### src/rtl/dir_input_conditioner.sv
// Four-button direction front end: synchronise, debounce, decode single presses into
// 3-bit codes with chord rejection. Optional auto-repeat is enabled by AUTO_REPEAT_EN.
module dir_input_conditioner #(
  parameter int DEBOUNCE_CYCLES = 16,
  parameter int CNT_W           = 16,
  parameter int REPEAT_CYCLES   = 1000
) (
  input  logic       clk,
  input  logic       reset,
  input  logic [3:0] btn_raw,
  output logic [2:0] dir_out,
  output logic       dir_valid,
  output logic       multi_err,
  output logic       btn_busy,
  output logic [7:0] press_count
);

  typedef enum logic [1:0] {
    ST_IDLE = 2'b00,
    ST_HELD = 2'b01
  } state_t;

  function automatic logic [2:0] popcount4(input logic [3:0] v);
    logic [2:0] c;
    c = 3'd0;
    for (int i = 0; i < 4; i++) begin
      c = c + {2'b00, v[i]};
    end
    return c;
  endfunction

  function automatic logic [2:0] encode_dir(input logic [3:0] onehot);
    logic [2:0] code;
    case (onehot)
      4'b0001: code = 3'b000;
      4'b0010: code = 3'b001;
      4'b0100: code = 3'b010;
      4'b1000: code = 3'b011;
      default: code = 3'b111;
    endcase
    return code;
  endfunction

  logic [3:0]       sync1_r;
  logic [3:0]       sync2_r;
  logic [3:0]       stable_r;
  logic [3:0]       stable_s;
  logic [3:0]       stable_d_r;
  logic [CNT_W-1:0] db_cnt_r [4];
  logic [CNT_W-1:0] db_cnt_s [4];
  logic [CNT_W-1:0] db_inc_s [4];
  logic [3:0]       rise_s;

  state_t     state_r, state_s;
  logic [2:0] dir_out_r, dir_out_s;
  logic       dir_valid_r, dir_valid_s;
  logic       multi_err_r, multi_err_s;
  logic       btn_busy_r, btn_busy_s;
  logic [7:0] press_count_r, press_count_s;

`ifdef AUTO_REPEAT_EN
  localparam int REP_W = $clog2(REPEAT_CYCLES + 1);
  logic [REP_W-1:0] rep_cnt_r, rep_cnt_s, rep_inc_s;
  logic [3:0]       rep_mask_r, rep_mask_s;
  logic             rep_armed_r, rep_armed_s;

  assign rep_inc_s = rep_cnt_r + REP_W'(1);
`endif

  // Two-stage synchroniser for the asynchronous buttons
  always_ff @(posedge clk) begin
    if (reset) begin
      sync1_r <= 4'b0000;
      sync2_r <= 4'b0000;
    end else begin
      sync1_r <= btn_raw;
      sync2_r <= sync1_r;
    end
  end

  // Debounce next-state: a level flips only after DEBOUNCE_CYCLES straight disagreements
  always_comb begin
    for (int i = 0; i < 4; i++) begin
      db_inc_s[i] = db_cnt_r[i] + CNT_W'(1);
      stable_s[i] = stable_r[i];
      db_cnt_s[i] = {CNT_W{1'b0}};
      if (sync2_r[i] != stable_r[i]) begin
        if (db_inc_s[i] == CNT_W'(DEBOUNCE_CYCLES)) begin
          stable_s[i] = ~stable_r[i];
          db_cnt_s[i] = {CNT_W{1'b0}};
        end else begin
          stable_s[i] = stable_r[i];
          db_cnt_s[i] = db_inc_s[i];
        end
      end else begin
        stable_s[i] = stable_r[i];
        db_cnt_s[i] = {CNT_W{1'b0}};
      end
    end
  end

  // Debounce state and the one-cycle delayed copy used for edge detection
  always_ff @(posedge clk) begin
    if (reset) begin
      stable_r   <= 4'b0000;
      stable_d_r <= 4'b0000;
      for (int i = 0; i < 4; i++) begin
        db_cnt_r[i] <= {CNT_W{1'b0}};
      end
    end else begin
      stable_r   <= stable_s;
      stable_d_r <= stable_r;
      for (int i = 0; i < 4; i++) begin
        db_cnt_r[i] <= db_cnt_s[i];
      end
    end
  end

  assign rise_s = stable_r & ~stable_d_r;

  // Press decode FSM: next state and next output values
  always_comb begin
    state_s       = state_r;
    dir_out_s     = dir_out_r;
    dir_valid_s   = 1'b0;
    multi_err_s   = 1'b0;
    press_count_s = press_count_r;
    btn_busy_s    = |stable_r;
`ifdef AUTO_REPEAT_EN
    rep_cnt_s     = rep_cnt_r;
    rep_mask_s    = rep_mask_r;
    rep_armed_s   = rep_armed_r;
`endif
    case (state_r)
      ST_IDLE: begin
        if (rise_s != 4'b0000) begin
          // Any rise with a single stable bit means that bit is the only one pressed
          if (popcount4(stable_r) == 3'd1) begin
            dir_valid_s   = 1'b1;
            dir_out_s     = encode_dir(stable_r);
            press_count_s = press_count_r + 8'd1;
`ifdef AUTO_REPEAT_EN
            rep_mask_s    = stable_r;
            rep_armed_s   = 1'b1;
`endif
          end else begin
            multi_err_s   = 1'b1;
`ifdef AUTO_REPEAT_EN
            rep_mask_s    = 4'b0000;
            rep_armed_s   = 1'b0;
`endif
          end
`ifdef AUTO_REPEAT_EN
          rep_cnt_s = {REP_W{1'b0}};
`endif
          state_s = ST_HELD;
        end else begin
          state_s = ST_IDLE;
        end
      end
      ST_HELD: begin
        if (stable_r == 4'b0000) begin
          state_s = ST_IDLE;
        end else begin
          state_s = ST_HELD;
`ifdef AUTO_REPEAT_EN
          if (stable_r != stable_d_r) begin
            rep_cnt_s = {REP_W{1'b0}};
          end else if (rep_armed_r && (stable_r == rep_mask_r)) begin
            if (rep_inc_s == REP_W'(REPEAT_CYCLES)) begin
              dir_valid_s   = 1'b1;
              press_count_s = press_count_r + 8'd1;
              rep_cnt_s     = {REP_W{1'b0}};
            end else begin
              rep_cnt_s = rep_inc_s;
            end
          end else begin
            rep_cnt_s = {REP_W{1'b0}};
          end
`endif
        end
      end
      default: begin
        state_s = ST_IDLE;
      end
    endcase
  end

  // FSM state and registered outputs
  always_ff @(posedge clk) begin
    if (reset) begin
      state_r       <= ST_IDLE;
      dir_out_r     <= 3'b111;
      dir_valid_r   <= 1'b0;
      multi_err_r   <= 1'b0;
      btn_busy_r    <= 1'b0;
      press_count_r <= 8'd0;
    end else begin
      state_r       <= state_s;
      dir_out_r     <= dir_out_s;
      dir_valid_r   <= dir_valid_s;
      multi_err_r   <= multi_err_s;
      btn_busy_r    <= btn_busy_s;
      press_count_r <= press_count_s;
    end
  end

`ifdef AUTO_REPEAT_EN
  // Auto-repeat tracking registers
  always_ff @(posedge clk) begin
    if (reset) begin
      rep_cnt_r   <= {REP_W{1'b0}};
      rep_mask_r  <= 4'b0000;
      rep_armed_r <= 1'b0;
    end else begin
      rep_cnt_r   <= rep_cnt_s;
      rep_mask_r  <= rep_mask_s;
      rep_armed_r <= rep_armed_s;
    end
  end
`endif

  assign dir_out     = dir_out_r;
  assign dir_valid   = dir_valid_r;
  assign multi_err   = multi_err_r;
  assign btn_busy    = btn_busy_r;
  assign press_count = press_count_r;

endmodule

### config.mk
export PLATFORM = sky130hd
export DESIGN_NAME = dir_input_conditioner
export DESIGN_NICKNAME = d
export VERILOG_FILES = /design/src/rtl/dir_input_conditioner.sv
export SDC_FILE = /design/constraint.sdc
export NUM_CORES = 1
export LEC_CHECK = 0
export ABC_AREA = 1
export BUFFER_PORTS_ARGS = -buffer_cell sky130_fd_sc_hd__buf_2
export CORE_UTILIZATION = 66
export CTS_CLUSTER_SIZE = 20
export DETAILED_ROUTE_END_ITERATION = 16
export GPL_TIMING_DRIVEN = 0
export HOLD_SLACK_MARGIN = 0.06
export PLACE_DENSITY = 0.84
export SETUP_SLACK_MARGIN = 0.05
export SLEW_MARGIN = 5
export SYNTH_ARGS = -nofsm -noshare
export SYNTH_HDL_FRONTEND = slang
export SYNTH_SLANG_ARGS = --single-unit
### constraint.sdc
create_clock -name clk -period 6.2 [get_ports clk]
set_input_delay 0.62 -clock clk [delete_from_list [all_inputs] [get_ports clk]]
set_output_delay 0.62 -clock clk [all_outputs]
set_load 0.05 [all_outputs]
==> impl_metrics.py <==
metrics = {
    "sta": {
        "worstMarginPinSlew_ns": 0.460,
        "worst_hold_slack_ns": 0.394,
        "hold_viol": 0,
        "clock_skew_ns": 0.00834,
        "relSlewSlack_pct": 69.4,
        "fmax_mhz": 358,
        "post-route-period-util_pct": 45.1,
        "grt_setup_unrepaired": "false",
        "setup_ws_ns": 3.40,
        "setup_viol": 0,
        "tns_ns": 0,
        "fin_crit_ns": 2.80,
        "slew_violations": 0,
    },
    "placement": {
        "globalplace.congestion": 0.906,
        "dp_hpwl_um": 6880,
        "dp_slack_ns": 3.42,
        "port_buffers": 19,
    },
    "yosys": {
        "synth_ff_type": "dfxtp_1",
        "synthCells": 710,
        "synth_cell_types": 33,
        "postSynthAreaPerCell_um2": 6.77,
        "synth_edf_count": 0,
        "ys_ff_latch": 95,
        "syn-num-nets": 730,
        "yosys_warnings": 0,
        "async_reset_ff_share_pct": 0,
        "synth_area_um2": 4800,
        "yosysSeqAreaShare_pct": 39.6,
    },
    "flow_run": {
        "drv_cap": 0,
    },
    "clock_network": {
        "clkTransAtPathRegs_ns": 0.09,
        "clockRootBuffer": "clkbuf_8",
        "ctsHoldBuffers": 0,
        "clk_latency_ns": 0.36,
        "cts_buffer_depth": 2,
        "cts-htree-levels": 3,
        "cts_tree": "done",
        "post_cts_buffers": 0,
        "clock_sinks": 95,
        "postCtsResizedCells": 0,
        "cts_buffers": 9,
    },
    "layout": {
        "nNetsFinal": 760,
        "layout_commonest_cell": "nand2_1",
        "layout-drive-gt1-share_pct": 9.27,
        "fin_util_pct": 75.8,
        "area.growth.synth_to_final_pct": 8.91,
        "mostFrequentLayoutCells": "nand2_1, nor2_1, dfxtp_1",
        "antenna_cells": 0,
    },
    "power_and_ir_drop": {
        "p_leak_nw": 2.14,
        "clock_power_share_pct": 41.1,
        "ir_drop_v": 0.000125,
        "power_mw": 1.07,
        "p_comb_share_pct": 1.5,
        "p_sw_uw": 216,
        "intPower_uw": 854,
        "power_density_nw_per_um2": 205,
        "switching_share_pct": 20.2,
        "share_seq_of_total_power_pct": 57.4,
    },
    "drt": {
        "dr_wl_met3_um": 372,
        "vias": 4358,
        "wirelength_met1_um": 4260,
        "antenna_left": 0,
        "first_iter_violations": 254,
        "routed.top_layer": "met4",
        "route.detailed.drc": 0,
        "wire_per_inst_um": 11.2,
        "via_per_inst": 5.19,
        "routed_wl_um": 9400,
        "dr_wl_met2_um": 4560,
        "firstDrtPassIters": 5,
    },
    "die": {
        "pin_count": 20,
        "die_h_um": 87.3,
        "rows": 30,
        "initial_core_util_pct": 69.6,
        "die_x_um": 87.3,
        "core-area_um2": 6910,
        "die_area_um2": 7620,
    },
    "global_route": {
        "grt_pass1_vias": 4000,
        "grt_max_degree": 15,
        "track_usage_pct": 26.1,
        "grt_pass1_wl_um": 16000,
        "antenna_found_initial": 0,
        "grt.overflow.total": 0,
    },
    "critical_path": {
        "r2r-end": "press_count[4]",
        "cp-startpoint": "stable_r[0]",
        "cp-end-kind": "register",
        "critPathCapture": "press_count[4]",
        "start_kind": "register",
        "r2r_slack_ns": 3.40,
        "reg2reg_depth": 14,
        "critPathRequiredTime_ns": 6.46,
        "cp.arrival_ns": 3.06,
        "critPathMaxFanout": 10,
        "r2r_start": "stable_r[0]",
        "crit_type": "reg2reg",
    },
    "worst_hold_path": {
        "hp-class": "reg2reg",
    },
    "outcome": {
        "outcome": "completed",
    },
}
## final cells by class
type                            instances  area, um^2
Timing Repair Buffer                   19        95.1
Inverter                               96         360
Fill cell                             574        1670
Multi-Input combinational cell        510        2480
Tap cell                               96         120
Clock buffer                           12         145
Clock inverter                          3        67.6
Buffer                                  9        61.3
Sequential cell                        95        1900
## sequential cells by signal, indices dropped and copies added (netlist names)
register and count:
press_count 8, dir_out 3, sync1_r 4, stable_r 4
multi_err 1, state_r 1, sync2_r 4, btn_busy 1
dir_valid 1, stable_d_r 4, db_cnt_r 64
## worst min path at each step
stage,start,end,slack [ns],cells past startpoint
final,sync1_r[2],sync2_r[2],0.39,2
after global routing,sync1_r[2],sync2_r[2],0.41,2
after floorplan,sync1_r[0],sync2_r[0],0.39,2
after detailed placement,sync1_r[2],sync2_r[2],0.39,2
after CTS,sync1_r[2],sync2_r[2],0.40,2
after global placement,sync1_r[0],sync2_r[0],0.39,2
## critical path, cell delays in order, from the launching register on
cell	delay, ns
dfxtp_1	0.38
inv_1	0.14
fa_1	0.55
inv_1	0.04
ha_1	0.17
ha_1	0.27
nor3_1	0.25
inv_1	0.06
nor2_1	0.18
buf_2	0.24
nand3_1	0.12
nor2_1	0.14
nand2_1	0.06
nand2_1	0.06
nor2_1	0.04
## per-stage QoR
step	std cells	cell area [um^2]
floorplan	710	4800
global placement	825	5020
detailed placement	825	5020
CTS	840	5230
global route	840	5230
finish	840	5230
## per-layer routing
layer	GRT usage, %	vias up
met4	11.0	0
met2	46.4	84
li1	-	2298
met1	30.9	1955
met3	4.55	21
met5	0	-
## power by group through the flow
stage / registers, mW / logic (mW) / clock network, mW
floorplan: 0.629 / 0.0108 / 0
global placement: 0.629 / 0.0156 / 0
detailed placement: 0.629 / 0.0159 / 0
CTS: 0.615 / 0.0161 / 0.447
global route: 0.615 / 0.0181 / 0.476
finish: 0.615 / 0.0159 / 0.440
## synthesized netlist by cell type (all sizes together), types with 4 or more instances
cell | count | share of area, %
o21bai | 4 | 0.63
nand3b | 8 | 1.3
o21ai | 21 | 2.2
dfxtp | 95 | 40
inv | 96 | 7.5
nor2 | 136 | 11
a21oi | 39 | 4.6
ha | 13 | 3.4
nor3 | 7 | 0.83
xnor2 | 4 | 0.73
buf | 6 | 1.0
xor2 | 9 | 1.6
nand2 | 197 | 16
nand4 | 18 | 2.3
nand3 | 48 | 5.7
## logic make-up after synthesis
group	after synthesis	share of synthesized area, %
AO/OA/AOI/OAI	68	7.97
XOR/XNOR	13	2.37
adder cells (fa/ha/maj)	14	3.80
buffers and inverters	105	8.78
flip-flops	95	39.6
AND/OR/NAND/NOR	415	37.5
Note: power is estimated with default switching activity, not from simulation.
